### config.mk
export PLATFORM = sky130hd
export DESIGN_NAME = aes_sub_bytes_flat
export DESIGN_NICKNAME = d
export VERILOG_FILES = /design/src/rtl/aes_sub_bytes_if.sv /design/src/rtl/aes_sub_bytes.sv /design/src/flat_wrapper.sv
export SDC_FILE = /design/constraint.sdc
export NUM_CORES = 2
export LEC_CHECK = 0
export BUFFER_PORTS_ARGS = -buffer_cell sky130_fd_sc_hd__buf_2
export CAP_MARGIN = 0
export CORE_ASPECT_RATIO = 1.75
export CORE_UTILIZATION = 50
export DETAILED_ROUTE_END_ITERATION = 12
export HOLD_SLACK_MARGIN = 0.03
export PLACE_DENSITY = 0.68
export SLEW_MARGIN = 20
export SYNTH_ARGS = -nofsm -noshare
export SYNTH_HDL_FRONTEND = slang
export SYNTH_SLANG_ARGS = --single-unit
### constraint.sdc
create_clock -name clk -period 0.8 [get_ports clk]
set_clock_uncertainty 0.1 [all_clocks]
set_input_delay 0.08 -clock clk [delete_from_list [all_inputs] [get_ports clk]]
set_output_delay 0.08 -clock clk [all_outputs]
set_load 0.02 [all_outputs]
### src/rtl/aes_sub_bytes_if.sv
// Bus bundle for the AES SubBytes stage: input state plus its qualifier,
// and the registered output state plus its qualifier.
interface aes_sub_bytes_if;
  logic         in_valid;
  logic [127:0] in;
  logic [127:0] out;
  logic         out_valid;

  // Producer side: drives the state into the stage and observes the result.
  modport master (
    output in_valid,
    output in,
    input  out,
    input  out_valid
  );

  // Stage side: consumes the state and returns the substituted state.
  modport slave (
    input  in_valid,
    input  in,
    output out,
    output out_valid
  );
endinterface

### src/rtl/aes_sub_bytes.sv
// AES-128 forward SubBytes stage. Each of the 16 state bytes is passed through
// the forward S-box in parallel and the result is registered (1-cycle latency).
// The output register is free-running; out_valid simply follows in_valid.
module aes_sub_bytes (
  input  logic            clk,
  input  logic            rst_n,
  aes_sub_bytes_if.slave  bus
);

  // Forward S-box, entry 0x00 in the most significant byte, 0xFF in the least.
  localparam logic [2047:0] SBOX_TABLE = {
    128'h637c777bf26b6fc53001672bfed7ab76,
    128'hca82c97dfa5947f0add4a2af9ca472c0,
    128'hb7fd9326363ff7cc34a5e5f171d83115,
    128'h04c723c31896059a071280e2eb27b275,
    128'h09832c1a1b6e5aa0523bd6b329e32f84,
    128'h53d100ed20fcb15b6acbbe394a4c58cf,
    128'hd0efaafb434d338545f9027f503c9fa8,
    128'h51a3408f929d38f5bcb6da2110fff3d2,
    128'hcd0c13ec5f974417c4a77e3d645d1973,
    128'h60814fdc222a908846eeb814de5e0bdb,
    128'he0323a0a4906245cc2d3ac629195e479,
    128'he7c8376d8dd54ea96c56f4ea657aae08,
    128'hba78252e1ca6b4c6e8dd741f4bbd8b8a,
    128'h703eb5664803f60e613557b986c11d9e,
    128'he1f8981169d98e949b1e87e9ce5528df,
    128'h8ca1890dbfe6426841992d0fb054bb16
  };

  // Combinational ROM lookup. Entry b sits at bit offset (255-b)*8, which is
  // just the inverted byte shifted left by three.
  function automatic logic [7:0] sbox(input logic [7:0] b);
    logic [10:0] offset;
    offset = {~b, 3'b000};
    return SBOX_TABLE[offset +: 8];
  endfunction

  logic [127:0] sub_next;

  genvar gi;
  generate
    for (gi = 0; gi < 16; gi++) begin : g_lane
      // One independent lookup per byte lane; no reordering across lanes.
      assign sub_next[8*gi +: 8] = sbox(bus.in[8*gi +: 8]);
    end
  endgenerate

  // Output register: captures the substituted state every cycle, cleared by reset.
  always_ff @(posedge clk or negedge rst_n) begin
    if (!rst_n) begin
      bus.out       <= 128'h0;
      bus.out_valid <= 1'b0;
    end else begin
      bus.out       <= sub_next;
      bus.out_valid <= bus.in_valid;
    end
  end

endmodule

### src/flat_wrapper.sv
// flat-port wrapper written by rule: the top's interface ports become plain ports
module aes_sub_bytes_flat 
  (clk, rst_n, bus_in_valid, bus_in, bus_out, bus_out_valid);
  aes_sub_bytes_if bus_i ();
  input  logic clk;
  input  logic rst_n;
  input wire logic [$bits(bus_i.in_valid)-1:0] bus_in_valid;
  input wire logic [$bits(bus_i.in)-1:0] bus_in;
  output wire logic [$bits(bus_i.out)-1:0] bus_out;
  output wire logic [$bits(bus_i.out_valid)-1:0] bus_out_valid;
  assign bus_i.in_valid = bus_in_valid;
  assign bus_i.in = bus_in;
  assign bus_out = bus_i.out;
  assign bus_out_valid = bus_i.out_valid;
  aes_sub_bytes u_core (.clk(clk), .rst_n(rst_n), .bus(bus_i));
endmodule
==> results.sh, run 1 <==
export IMPL_synthFlopType="dfrtp_1"
export IMPL_grt_pass1_vias=103000
export IMPL_async_reset_ff_share_pct=100
export IMPL_grtUsageTotal_pct=74.4
export IMPL_synthesis_area_sq_um=57100
export IMPL_yosysTopAreaCell="a21oi_1"
export IMPL_io_buffers=259
export IMPL_die_w_um=257
export IMPL_status="stopped before the end"
export IMPL_cts_sinks=129
export IMPL_numCtsBuffers=17
export IMPL_grt_pass1_wl_um=686000
export IMPL_cts_buffer_depth=2
export IMPL_rows=163
export IMPL_first_error="[ERROR GRT-0116] Global routing finished with congestion. Check the congestion regions in the DRC Viewer."
export IMPL_netlist_area_leader_share_pct=6.81
export IMPL_haltStage="5_1_grt"
export IMPL_gp_congestion=1.22
export IMPL_grt_max_degree=58
export IMPL_yosysMostFrequentCell="a21oi_1"
export IMPL_yosys_top_cells_area="a21oi_1 6.8%, mux4_2 6.2%, o21ai_0 6.0%, dfrtp_1 5.7%, ha_1 5.3%"
export IMPL_dp_hpwl_um=272000
export IMPL_synth_seq_area_share_pct=5.65
export IMPL_syn_inst=8746
export IMPL_synth_warnings=0
export IMPL_cts_htree_levels=4
export IMPL_gr_total_overflow=667
export IMPL_synth_seq_cells=129
export IMPL_syn_avg_cell_area_sq_um=6.53
export IMPL_cts_root_buf="clkbuf_16"
export IMPL_start_util_pct=50.5
export IMPL_synth_edf_count=0
export IMPL_synthTopCellsByCount="777 x a21oi_1, 711 x nand2_1, 686 x o21ai_0"
export IMPL_die_h_um=449
export IMPL_dp_cells=12600
export IMPL_syn_num_nets=9117
export IMPL_synth_cell_types=99
export IMPL_io_pins=260
-- per-stage QoR --
| stage | instance area [sq um] | TNS [ns] | util [%] | worst slack (ns) |
|---|---|---|---|---|
| 3_3_place_gp | 83900 | -198.73 | 74.3 | -2.08 |
| 3_5_place_dp | 83900 | -200.59 | 74.3 | -2.06 |
| 2_1_floorplan | 60600 | -145.54 | - | -1.68 |
| 4_1_cts | 90900 | -157.95 | 80.5 | -0.828 |
-- what timing repair did --
| action | CTS |
|---|---|
| gates resized for setup | 1240 |
| setup buffers | 153 |
| setup endpoints to repair | 257 |
| endpoints found under the hold margin | 224 |
| gates cloned | 4 |
| pin swaps | 389 |
| hold buffers | 13 |
-- metal layers --
metal  global-route usage [%]  GRT overflow
met4                     76.2           272
met2                     95.3           373
met1                     73.0             9
met3                     55.4            10
met5                     14.8             3
-- cells by family after synthesis --
| family | Yosys count | share of synthesized area [%] |
|---|---|---|
| flip-flops | 129 | 5.65 |
| AND/OR/NAND/NOR | 3200 | 28.0 |
| adder cells (fa/ha/maj) | 240 | 5.26 |
| buffers and inverters | 1296 | 9.88 |
| AO/OA/AOI/OAI | 3556 | 42.1 |
| multiplexers | 298 | 8.74 |
| XOR/XNOR | 27 | 0.414 |
==> inputs of run 2 (changes only) <==
--- a/config.mk
+++ b/config.mk
@@ -7,11 +7,9 @@
 export LEC_CHECK = 0
 export BUFFER_PORTS_ARGS = -buffer_cell sky130_fd_sc_hd__buf_2
 export CAP_MARGIN = 0
-export CORE_ASPECT_RATIO = 1.75
-export CORE_UTILIZATION = 50
+export CORE_UTILIZATION = 35
 export DETAILED_ROUTE_END_ITERATION = 12
-export HOLD_SLACK_MARGIN = 0.03
-export PLACE_DENSITY = 0.68
+export PLACE_DENSITY_LB_ADDON = 0.15
 export SLEW_MARGIN = 20
 export SYNTH_ARGS = -nofsm -noshare
 export SYNTH_HDL_FRONTEND = slang
==> run 2 against run 1 <==
  * The flow now finishes, with violations (hold timing, setup timing)
  * Area after synthesis unchanged
  * Synthesized cell count unchanged
==> results.sh, run 2 <==
export IMPL_status="finished, violations left"
export IMPL_violations="hold timing, setup timing"
export IMPL_netlist_area_leader_share_pct=6.81
export IMPL_antenna_found_initial=20
export IMPL_worstSetupEndpointType="flop"
export IMPL_regMostFlops="u_core.bus.out"
export IMPL_vias=90300
export IMPL_crit_family="compound AO/OA/AOI/OAI gates"
export IMPL_timing_fmax_ghz=0.577
export IMPL_fin_crit_sh_pct=217
export IMPL_path_class="in -> reg"
export IMPL_grt_pass1_vias=86300
export IMPL_grt_busiest_layer="met2"
export IMPL_clk_pin_slew_ns=0.07
export IMPL_finalNetCount=12000
export IMPL_viasPerCell=6.55
export IMPL_cts_htree_levels=4
export IMPL_drtAntennaViolNets=0
export IMPL_worst_slew_pin_slew_ns=0.781
export IMPL_finalSetupViolations=257
export IMPL_wl_per_cell_um=26.5
export IMPL_synthesis_area_sq_um=57100
export IMPL_leakagePower_nw=41.5
export IMPL_cap_violations=0
export IMPL_drv_slew=0
export IMPL_crit_path_top_delay_cell="o21ai_2"
export IMPL_grt_max_degree=61
export IMPL_met3_usage_pct=9.45
export IMPL_fin_cells=13800
export IMPL_synth_seq_area_share_pct=5.65
export IMPL_synth_seq_cells=129
export IMPL_coreArea_sq_um=161000
export IMPL_peakVddDrop_uv=2460
export IMPL_fin_ws_ns=-0.934
export IMPL_synth_warnings=0
export IMPL_syn_inst=8746
export IMPL_critPathMostFrequentCell="buf_4"
export IMPL_async_reset_ff_share_pct=100
export IMPL_gr_total_overflow=0
export IMPL_yosysMostFrequentCell="a21oi_1"
export IMPL_io_buffers=259
export IMPL_dp_hpwl_um=278000
export IMPL_synthTopCellsByCount="777 x a21oi_1, 711 x nand2_1, 686 x o21ai_0"
export IMPL_largest_reg_flops=128
export IMPL_synthFlopType="dfrtp_1"
export IMPL_layout_commonest_cell="buf_4"
export IMPL_nFillCells=14700
export IMPL_synth_edf_count=0
export IMPL_dr_pass1_iters=9
export IMPL_reg_top3="u_core.bus.out: 128 flops, u_core.bus.out_valid: 1 flops"
export IMPL_maxSlewHeadroom_pct=47.8
export IMPL_crit_required_ns=1.15
export IMPL_fin_crit_ns=1.73
export IMPL_crit_path_start="bus_in[107]"
export IMPL_drive_gt1_share_pct=49.3
export IMPL_grt_pass1_wl_um=542000
export IMPL_syn_num_nets=9117
export IMPL_drt_iter0_markers=13200
export IMPL_start_util_pct=35.4
export IMPL_critPathBufInv=3
export IMPL_yosys_top_cells_area="a21oi_1 6.8%, mux4_2 6.2%, o21ai_0 6.0%, dfrtp_1 5.7%, ha_1 5.3%"
export IMPL_io_pins=260
export IMPL_area_delta_synth_final_pct=73.2
export IMPL_numCtsBuffers=17
export IMPL_grtUsageTotal_pct=42.2
export IMPL_final_util_pct=61.3
export IMPL_rsz0062_at_grt="true"
export IMPL_cpPeakStageDelay_ns=0.37
export IMPL_place_ws_ns=-1.85
export IMPL_cts_buffer_depth=2
export IMPL_hold_ws_ns=-0.172
export IMPL_fp_dieArea_sq_um=165000
export IMPL_gp_congestion=1.08
export IMPL_dp_cells=13400
export IMPL_crit_arrival_ns=2.09
export IMPL_met1_usage_pct=56.5
export IMPL_p_total_mw=87.1
export IMPL_worstPathMaxFanout=22
export IMPL_power_density_nw_per_um2=881
export IMPL_crit_chain="buf_4 -> buf_12 -> nand2_1 -> buf_4 -> o2111ai_1 -> a32oi_1 -> o21ai_2 -> a211oi_2"
export IMPL_synth_cell_types=99
export IMPL_start_kind="input port"
export IMPL_hp_start="bus_in[110]"
export IMPL_die_w_um=406
export IMPL_rows=147
export IMPL_hold_path_class="in -> reg"
export IMPL_hold_viol=44
export IMPL_drc=0
export IMPL_layout_common_cells="3222 x buf_4, 653 x a21oi_1, 634 x nand2_1, 545 x nor2_1, 491 x o21ai_0"
export IMPL_cts_tree="yes"
export IMPL_cts_root_buf="clkbuf_16"
export IMPL_wl_um=366000
export IMPL_die_h_um=406
export IMPL_cts_sinks=129
export IMPL_syn_avg_cell_area_sq_um=6.53
export IMPL_yosysTopAreaCell="a21oi_1"
export IMPL_grtUsageMet2_pct=63.3
[run 2: cell counts after synthesis]
No cell type changed its count.
[run 2: stage by stage]
step	instance area (sq um)	setup TNS (ns)
floorplan	60600	-145.54
global placement	85600	-200.77
detailed placement	85600	-201.51
CTS	95300	-157.57
global route	98900	-168.01
finish	98900	-160.45
[run 2: cell families (layout without fill, tap and decap cells)]
| family | after synthesis | count (layout) | share of synthesized area [%] |
|---|---|---|---|
| buf+inv | 1296 | 4175 | 9.88 |
| mux | 298 | 298 | 8.74 |
| simple gates | 3200 | 3200 | 28.0 |
| other cells | 0 | 6 | 0 |
| flops | 129 | 129 | 5.65 |
| xor+xnor | 27 | 27 | 0.414 |
| fa+ha+maj | 240 | 240 | 5.26 |
| compound gates | 3556 | 3556 | 42.1 |
[run 2: per-layer routing]
layer  part of all wire (%)  routed length [um]
met1                     40              146000
met2                     42              155000
met3                     12               42700
met4                    5.9               21500
met5                  0.044                 161
[run 2: path summary, 6_finish.rpt]
| path | end | slack, ns | cells past startpoint |
|---|---|---|---|
| min in group asynchronous | u_core.bus.out[70] | -0.16 | 2 |
| setup / recovery | u_core.bus.out[110] | -0.93 | 8 |
| max in group asynchronous | u_core.bus.out[73] | 0.19 | 3 |
| hold / removal | u_core.bus.out[108] | -0.17 | 3 |
[run 2: final cells by class]
type	instances	area [sq um]	share of cell area, %
clock inverters	12	156	0.158
flip-flops and latches	129	3240	3.28
clock buffers	20	467	0.472
multi-input cells	7321	57100	57.8
well taps	2160	2700	2.73
diodes	6	15.0	0.0152
inverters	169	927	0.938
repair buffers	3974	34300	34.6
[run 2: what timing repair did]
item                                    4_1_cts  5_1_grt
hold buffers                                 18        1
resized for setup                          1770      704
pin swaps                                   551      446
endpoints found under the setup margin      257      257
hold endpoints to repair                    220       45
cloned                                        2        0
buffers inserted                            244      105
[run 2: where the power goes]
| part | switching [mW] | internal (mW) | total [mW] | leakage, nW |
|---|---|---|---|---|
| clock network | 5.18 | 5.16 | 10.3 | 0.295 |
| logic | 36.6 | 31.9 | 68.5 | 39.8 |
| registers | 0.797 | 7.48 | 8.28 | 1.48 |
(Power assumes the default switching activity.)
